--- src/rtl/axis_clip_reg.sv ---
// rtl/axis_clip_reg.sv - multi-channel saturating clip register with AXI-Stream handshake
// One register stage narrows each signed channel and tracks clip events.
module axis_clip_reg #(
  parameter int WIDTH_IN  = 24,
  parameter int WIDTH_OUT = 16,
  parameter int NUM_CH    = 2,
  parameter int CNT_W     = 16
) (
  input  logic                          clk,
  input  logic                          reset,
  input  logic                          clear,
  input  logic [NUM_CH*WIDTH_IN-1:0]    i_tdata,
  input  logic                          i_tlast,
  input  logic                          i_tvalid,
  output logic                          i_tready,
  output logic [NUM_CH*WIDTH_OUT-1:0]   o_tdata,
  output logic                          o_tlast,
  output logic                          o_tvalid,
  input  logic                          o_tready,
  output logic [NUM_CH-1:0]             sat_sticky,
  output logic [CNT_W-1:0]              sat_count
);

  localparam int HDR_W = WIDTH_IN - WIDTH_OUT + 1;

  logic [NUM_CH*WIDTH_OUT-1:0] clip_data;
  logic [NUM_CH-1:0]           clip_mask;

  for (genvar ch = 0; ch < NUM_CH; ch++) begin : g_ch
    logic [WIDTH_IN-1:0] smp;
    assign smp = i_tdata[ch*WIDTH_IN +: WIDTH_IN];

    if (WIDTH_OUT == WIDTH_IN) begin : g_pass
      assign clip_data[ch*WIDTH_OUT +: WIDTH_OUT] = smp;
      assign clip_mask[ch]                        = 1'b0;
    end else begin : g_clip
      localparam logic [WIDTH_OUT-1:0] MAX_V = {1'b0, {(WIDTH_OUT-1){1'b1}}};
      localparam logic [WIDTH_OUT-1:0] MIN_V = {1'b1, {(WIDTH_OUT-1){1'b0}}};
      logic [HDR_W-1:0] hdr;
      logic             clip;

      // A value fits when every bit above the output sign bit repeats that sign bit.
      assign hdr  = smp[WIDTH_IN-1 -: HDR_W];
      assign clip = (|hdr) & ~(&hdr);
      assign clip_mask[ch] = clip;
      assign clip_data[ch*WIDTH_OUT +: WIDTH_OUT] =
        clip ? (smp[WIDTH_IN-1] ? MIN_V : MAX_V) : smp[WIDTH_OUT-1:0];
    end
  end

  logic [NUM_CH*WIDTH_OUT-1:0] tdata_d,  tdata_q;
  logic                        tlast_d,  tlast_q;
  logic                        tvalid_d, tvalid_q;
  logic [NUM_CH-1:0]           sticky_d, sticky_q;
  logic [CNT_W-1:0]            count_d,  count_q;
  logic                        accept;

  assign i_tready = ~tvalid_q | o_tready;
  assign accept   = i_tvalid & i_tready;

  always_comb begin
    tdata_d  = tdata_q;
    tlast_d  = tlast_q;
    tvalid_d = tvalid_q;
    if (accept) begin
      tdata_d  = clip_data;
      tlast_d  = i_tlast;
      tvalid_d = 1'b1;
    end else if (o_tready) begin
      tvalid_d = 1'b0;
    end
  end

  // Clear is applied first so a clipping beat in the same cycle still registers.
  always_comb begin
    sticky_d = clear ? '0 : sticky_q;
    count_d  = clear ? '0 : count_q;
    if (accept) begin
      sticky_d = sticky_d | clip_mask;
      if ((|clip_mask) && (count_d != {CNT_W{1'b1}})) begin
        count_d = count_d + CNT_W'(1);
      end
    end
  end

  always_ff @(posedge clk) begin
    if (reset) begin
      tdata_q  <= '0;
      tlast_q  <= 1'b0;
      tvalid_q <= 1'b0;
      sticky_q <= '0;
      count_q  <= '0;
    end else begin
      tdata_q  <= tdata_d;
      tlast_q  <= tlast_d;
      tvalid_q <= tvalid_d;
      sticky_q <= sticky_d;
      count_q  <= count_d;
    end
  end

  assign o_tdata    = tdata_q;
  assign o_tlast    = tlast_q;
  assign o_tvalid   = tvalid_q;
  assign sat_sticky = sticky_q;
  assign sat_count  = count_q;

endmodule
--- config.mk ---
export PLATFORM = sky130hd
export DESIGN_NAME = axis_clip_reg
export DESIGN_NICKNAME = d
export VERILOG_FILES = /design/src/rtl/axis_clip_reg.sv
export SDC_FILE = /design/constraint.sdc
export NUM_CORES = 1
export LEC_CHECK = 0
export ABC_AREA = 1
export CAP_MARGIN = 20
export CORE_UTILIZATION = 46
export CTS_CLUSTER_DIAMETER = 120
export DETAILED_ROUTE_END_ITERATION = 16
export GPL_ROUTABILITY_DRIVEN = 0
export PLACE_DENSITY = 0.95
export SLEW_MARGIN = 10
export SYNTH_ARGS = -nofsm -noshare
export SYNTH_HDL_FRONTEND = slang
export SYNTH_SLANG_ARGS = --single-unit
--- constraint.sdc ---
create_clock -name clk -period 2.2 [get_ports clk]
set_input_delay 0.22 -clock clk [delete_from_list [all_inputs] [get_ports clk]]
set_output_delay 0.22 -clock clk [all_outputs]
set_load 0.05 [all_outputs]
# Word-level counts from Yosys, hierarchy flattened
# Cells that the tools add are included.
totals:
  output_inout_bits: 53
  word_cells: 33
  in_bits: 54
  regBits: 52
classes:
  bitwise_logic: 8
  n_reduce_logical: 7
  n_eq_ne: 1
  n_mux: 11
  n_addsub: 1
ops:
  columns: ["operator", "n"]
  rows:
  - ["16-bit 2-to-1 mux", 7]
  - ["9-bit AND reduction", 2]
  - ["9-bit OR reduction", 2]
  - ["16-bit by 1-bit adder with 16-bit output (second input constant)", 1]
  - ["16-bit != test (second input constant)", 1]
  - ["2-bit 2-to-1 mux", 2]
  - ["1-bit AND", 3]
  - ["1-bit inverter", 3]
  - ["1-bit 2-to-1 mux", 2]
  - ["2-bit OR", 1]
  - ["2-bit nonzero test", 1]
  - ["2-bit OR reduction", 1]
  - ["1-bit logical AND", 1]
  - ["1-bit OR", 1]

# Logic depth before layout (Yosys ltp)
# Gate-level depths: netlist (run 1).
depth:
  depth_word: 7
  ltp_mapped: 11
  depth_no_buf: 10

# Worst setup path after synthesis (run 1)
# Ideal clock, no wire load.
synth_path:
  path_kind: "flip-flop to flip-flop"
  start: "register count_q[2], in the netlist sat_count[2]"
  end: "register count_q[0], in the netlist sat_count[0]"
  required_ns: 2.085
  synth_period_minus_slack_ns: 1.772
  path_buffers: 1
  arrival_time_ns: 1.657
  setup_time_ns: 0.115
  setup_slack_ns: 0.428
  stages_incl_launch_ff: 9
  cell_sequence: "dfxtp_1 -> inv_1 -> nor2_2 -> nand2_2 -> nor2_8 -> nand4_4 -> buf_6 -> a21oi_1 -> nor2_1"
synth_via:
  elab_chain_len: 5
synth_rtl:
  columns: ["item", "line_no", "rtl"]
  rows:
  - ["start, declared", "55", "logic [CNT_W-1:0] count_d, count_q;"]
  - ["start signal, assigned", "98", "count_q <= count_d;"]
  - ["16-bit 2-to-1 mux", "77", "count_d = clear ? '0 : count_q;"]
  - ["16-bit != test", "80", "if ((|clip_mask) && (count_d != {CNT_W{1'b1}})) begin"]
  - ["1-bit logical AND", "80", null]
  - ["16-bit 2-to-1 mux", "80", null]
  - ["16-bit 2-to-1 mux", "78", "if (accept) begin"]
# No other way between the ends.
# A chain may end at the register's enable or synchronous reset.

# Worst setup path in the final report (run 1)
layout_path:
  start: "register count_q[1], in the netlist sat_count[1]"
  end: "output sat_count[1]"
layout_lines:
  columns: ["item", "line_no", "rtl"]
  rows:
  - ["end, declared", "21", "output logic [CNT_W-1:0] sat_count"]
# No word-level cell between the ends.

==> results of run 1 <==
## report_power, final
part / total (W) / switching, W / internal (W)
registers: 0.00102 / 0.0000300 / 0.000994
clock network: 0.000552 / 0.000296 / 0.000256
logic: 0.000545 / 0.000329 / 0.000216
total: 0.00212 / 0.000655 / 0.00147
## kinds of logic (layout without fill, tap and decap cells)
| kind of cell | count (synthesis) | count (layout) | share of synthesized area, % |
|---|---|---|---|
| buf+inv | 41 | 149 | 7.75 |
| compound gates | 79 | 79 | 16.8 |
| flops | 52 | 52 | 41.0 |
| simple gates | 165 | 165 | 34.4 |
## worst min path at each step
stage | startpoint | end | slack, ps | cells after the start
floorplan | reset | o_tdata[15] | 290 | 1
finish | o_tdata[15] | o_tdata[15] | 470 | 2
global placement | o_tdata[15] | o_tdata[15] | 450 | 2
detailed placement | o_tdata[15] | o_tdata[15] | 460 | 2
global route | i_tdata[26] | o_tdata[18] | 470 | 3
CTS | i_tdata[36] | o_tdata[28] | 460 | 3
## layout by cell type, fill, tap and decap left out, drive strengths merged, types with 4 or more instances in the layout
cell,synthesis,layout
clkbuf,5,7
inv,24,24
buf,10,10
nand2,87,87
nand4,5,5
o21ai,31,31
clkdlybuf4s50,0,105
nor3,4,4
a21oi,48,48
nand3b,7,7
dfxtp,52,52
nor2,41,41
nand3,19,19
## stage by stage
step	utilization (%)	area (um2)
finish	72.0	3750
CTS	72.0	3750
floorplan	-	2540
detailed placement	70.2	3660
global route	72.0	3750
global placement	70.2	3660
## Yosys cell counts, drive strengths merged
master  number  share of area (%)
nand2       87                 14
dfxtp       52                 41
a21oi       48                 11
nor2        41                8.8
o21ai       31                6.1
inv         24                3.6
nand3       19                5.8
buf         10                3.0
nand3b       7                2.6
clkbuf       5               0.74
nand4        5                1.8
nor3         4               0.99
clkinv       2               0.49
or2          2               0.49
## state kept, by name (all words and copies together), names as in the netlist
| register | count |
|---|---|
| sat_count | 16 |
| o_tlast | 1 |
| sat_sticky | 2 |
| o_tdata | 32 |
| o_tvalid | 1 |
## layout make-up
class,instances,area share [%]
timing repair buffer,115,30.0
tap,70,2.34
clock buffer,7,2.30
inverter,26,2.74
sequential,52,27.8
clock inverter,1,0.200
multi-input combinational,244,34.6
## metal layers
metal | global-route usage, % | routed length, um
met1 | 26.8 | 2720
met2 | 42.0 | 3450
met3 | 8.02 | 536
met4 | 4.81 | 39
met5 | 0 | 0
==> impl_metrics.toml, run 1 <==
[run_status]
status = "completed"

[worst_setup_path]
endpoint = "sat_count[1]"
critPathLaunch = "sat_count[1]"
worst_path_max_delay_cell = "clkdlybuf4s50_1"
startpoint_type = "flop"
reg2regPathDepth = 8
r2r-start = "sat_count[2]"
path_max_fanout = 3
cp.arrival_ps = 1570
path_cells = "clkdlybuf4s50_1"
cp-end-kind = "primary output"
crit_type = "flop to primary output"
max_stage_delay_ps = 840
r2r_end = "sat_count[4]"
path_depth = 1
reg2reg_slack_ps = 620
crit_required_ps = 1980
critical-path-top-delay-family = "buffers and inverters"
cp.buffers_inverters = 1

[grt]
grt_pass1_vias = 2504
antenna_found_initial = 0
gr-usage-all-layers_pct = 23.4
grt_max_degree = 24
grt_overflow_total = 0
grt_first_pass_wirelength_um = 11200

[yosys]
ys_warn_count = 0
syn_avg_cell_area_um2 = 7.53
seq_area_frac_synth_pct = 41.0
synth.distinct_cells = 29
synth-seq-cells = 52
syn-num-nets = 391
synthesis.area_um2 = 2540
syn_inst = 337

[final_layout]
drive_gt1_share_pct = 13.0
final-seq-area_um2 = 1040
finalNonFillerCells = 515
syn_to_final_growth_pct = 47.9
n_fill_cell = 403
multiInputGateArea_um2 = 1300
nets = 498
diodes = 0

[clock_network]
cts_buffer_depth = 2
clock-root-buffer = "clkbuf_8"
cts_tree = "done"
postCtsHoldBufs = 0
cts_resized = 0
h-tree-depth = 2
clkSinkCount = 52
cts_setup_buffers = 0
cts_made_buffers = 5
clkSlewWorstSetupHoldPaths_ps = 90
insertion_delay_ps = 300

[sta]
fin_crit_ps = 1790
finalSetupViolCount = 0
rsz0062_at_grt = "false"
finalCritPeriodShare_pct = 81.4
max-slew-margin-rel_pct = 63.9
tns_ps = 0
fmax_ghz = 0.558
final.setup.worst_slack_ps = 409
skew_ps = 8.60
hold_viol = 0
slew_violations = 0
hold_slack_ps = 471
tightest_slew_ps = 540

[floorplan]
placementRows = 26
dieHeight_um = 76.3
start_util_pct = 48.7
die_area_um2 = 5810
core_um2 = 5200
dieWidth_um = 76.3
ios = 107

[placement]
io_buffers = 106
hpwl_um = 5070
dp_slack_ps = 172
post-place-cells = 507

[detailed_routing]
drt_iter0_markers = 136
vias_per_cell = 5.10
dr_total_vias = 2628
firstDrtPassIters = 4
wl_per_cell_um = 13.1
ant_nets = 0
wirelength_um = 6750
drc_errors = 0

[min_path]
hp-class = "flop to flop"

[power_and_ir_drop]
p_leak_nw = 1.38
vdd_drop_max_mv = 0.467
total_power_w = 0.00212
power_density_nw_per_um2 = 565

[job]
maxCapViolations = 0
Power figures use the tool's default switching activity.
==> run 2: changes to the inputs <==
- CORE_UTILIZATION: 46 -> 38
- PLACE_DENSITY: 0.95 -> 0.85
- clock period: 2.2 -> 1.5 ns (I/O delays scaled with it)
==> impl_metrics.toml, run 2 (synthesized netlist as in run 1, its figures left out) <==
[run_status]
status = "completed"

[detailed_routing]
wirelength_um = 7610
firstDrtPassIters = 5
drt_iter0_markers = 134
dr_total_vias = 2804
ant_nets = 0
wl_per_cell_um = 13.8
vias_per_cell = 5.07
drc_errors = 0

[floorplan]
dieHeight_um = 83.7
dieWidth_um = 83.7
die_area_um2 = 7000
start_util_pct = 39.7
placementRows = 29
core_um2 = 6390
ios = 107

[placement]
hpwl_um = 5350
io_buffers = 106

[worst_setup_path]
reg2regPathDepth = 10
r2r-start = "sat_count[6]"
crit_required_ps = 1740
crit_type = "flop to flop"
r2r_end = "sat_count[5]"
worst_path_max_delay_cell = "dfxtp_2"
reg2reg_slack_ps = 40
cp-end-kind = "flop"
path_max_fanout = 5
path_cells = "inv_1, nor2_4, nand2_2, nor2_4, nand4_4, buf_12, buf_4, nand3_4, nand2_2, a21oi_2"
max_stage_delay_ps = 350
cp.arrival_ps = 1700
startpoint_type = "flop"

[grt]
gr-usage-all-layers_pct = 21.0
grt_pass1_vias = 2754
antenna_found_initial = 0
grt_first_pass_wirelength_um = 12200
grt_max_degree = 34
grt_overflow_total = 0

[final_layout]
largest_reg_flops = 32
final_core_util_pct = 65.1
diodes = 0
n_fill_cell = 529
final_common_cell = "buf_4"
nets = 530
drive_gt1_share_pct = 36.3
final_cell_mix = "buf_4, nand2_1, clkdlybuf4s50_1, a21oi_1, dfxtp_1"
syn_to_final_growth_pct = 64.0

[clock_network]
cts_made_buffers = 5
cts_buffer_depth = 2
postCtsHoldBufs = 0
clock-root-buffer = "clkbuf_8"
insertion_delay_ps = 300
clkSinkCount = 52
h-tree-depth = 2
clkSlewWorstSetupHoldPaths_ps = 90
cts_tree = "done"

[power_and_ir_drop]
p_switching_w = 0.000991
power_density_nw_per_um2 = 746
p_seq_share_pct = 48.4
clockPowerShare_pct = 24.6
p_int_w = 0.00211
vdd_drop_max_mv = 0.538
total_power_w = 0.00310
swShare_pct = 31.9
p_comb_share_pct = 27.0
p_leak_nw = 1.77

[sta]
skew_ps = 2.52
max-slew-margin-rel_pct = 79.6
rsz0062_at_grt = "true"
slew_violations = 0
finalCritPeriodShare_pct = 97.4
fin_crit_ps = 1460
fmax_ghz = 0.684
hold_viol = 0
tightest_slew_ps = 306
finalSetupViolCount = 0

[job]
maxCapViolations = 0

[min_path]
hp-class = "primary input to flop"
min_from = "i_tdata[23]"
worstHoldEndpoint = "o_tdata[15]"
hold_path_depth = 4
==> run 2: cell types whose count changed in the layout (fill, tap and decap cells not counted), sizes merged <==
cell           change
clkbuf             +2
clkinvlp           -1
clkdlybuf4s50     -56
buf               +81
clkinv             +1
dlymetal6s2s       +4
==> run 2: how the worst max path moves through the flow <==
stage,endpoint,from,slack (ps)
floorplan,sat_count[0],sat_count[6],2
finish,sat_count[5],sat_count[6],40
global placement,sat_count[12],clear,-270
CTS,sat_count[11],clear,8
global route,sat_count[5],sat_count[11],-40
detailed placement,sat_count[11],clear,-370
==> run 2: timing repair <==
item                                    4_1_cts  5_1_grt
pin swaps                                     0       15
resized for setup                             4       36
buffers inserted                              0        7
endpoints found under the setup margin        5       18
gates cloned                                  0        3
==> run 2: per-stage QoR <==
stage          instances  setup WS [ps]  TNS, ps  hold WS (ps)  instance area, um2
2_1_floorplan        337           2.17        0           212                2560
3_3_place_gp         536           -272    -9380           449                3800
3_5_place_dp         536           -366   -11010           455                3800
4_1_cts              543           7.83        0           390                3900
5_1_grt              553          -35.6     -143           293                4160
6_report             553           38.9        0           285                4160
==> run 2: area by class of cell <==
class / instances / area [um2] / share of cell area [%]
Multi-Input combinational cell: 244 / 1410 / 34.0
Timing Repair Buffer: 147 / 1390 / 33.5
Sequential cell: 52 / 1070 / 25.7
Inverter: 26 / 113 / 2.71
Tap cell: 77 / 96.3 / 2.32
Clock buffer: 6 / 72.6 / 1.74
Clock inverter: 1 / 5.00 / 0.120
==> run 2: metal layers <==
metal / vias to the layer above / global-route usage [%] / wire [um]
li1: 1379 / - / -
met1: 1310 / 25.6 / 3160
met2: 102 / 36.6 / 3820
met3: 13 / 5.24 / 527
met4: 0 / 5.39 / 105
met5: - / 0 / 0
==> run 2: power groups by stage <==
stage	clock network [W]	registers [W]	logic (W)
3_5_place_dp	0	0.00153	0.000811
2_1_floorplan	0	0.00180	0.000183
4_1_cts	0.000785	0.00150	0.000815
6_report	0.000763	0.00150	0.000839
3_3_place_gp	0	0.00153	0.000797
5_1_grt	0.000847	0.00151	0.000889
==> run 2: critical path, delay by kind of cell (launching register included) <==
kind | cells | cell delay [ps]
compound gates | 1 | 90
simple gates | 6 | 590
buf+inv | 3 | 370
flops | 1 | 350
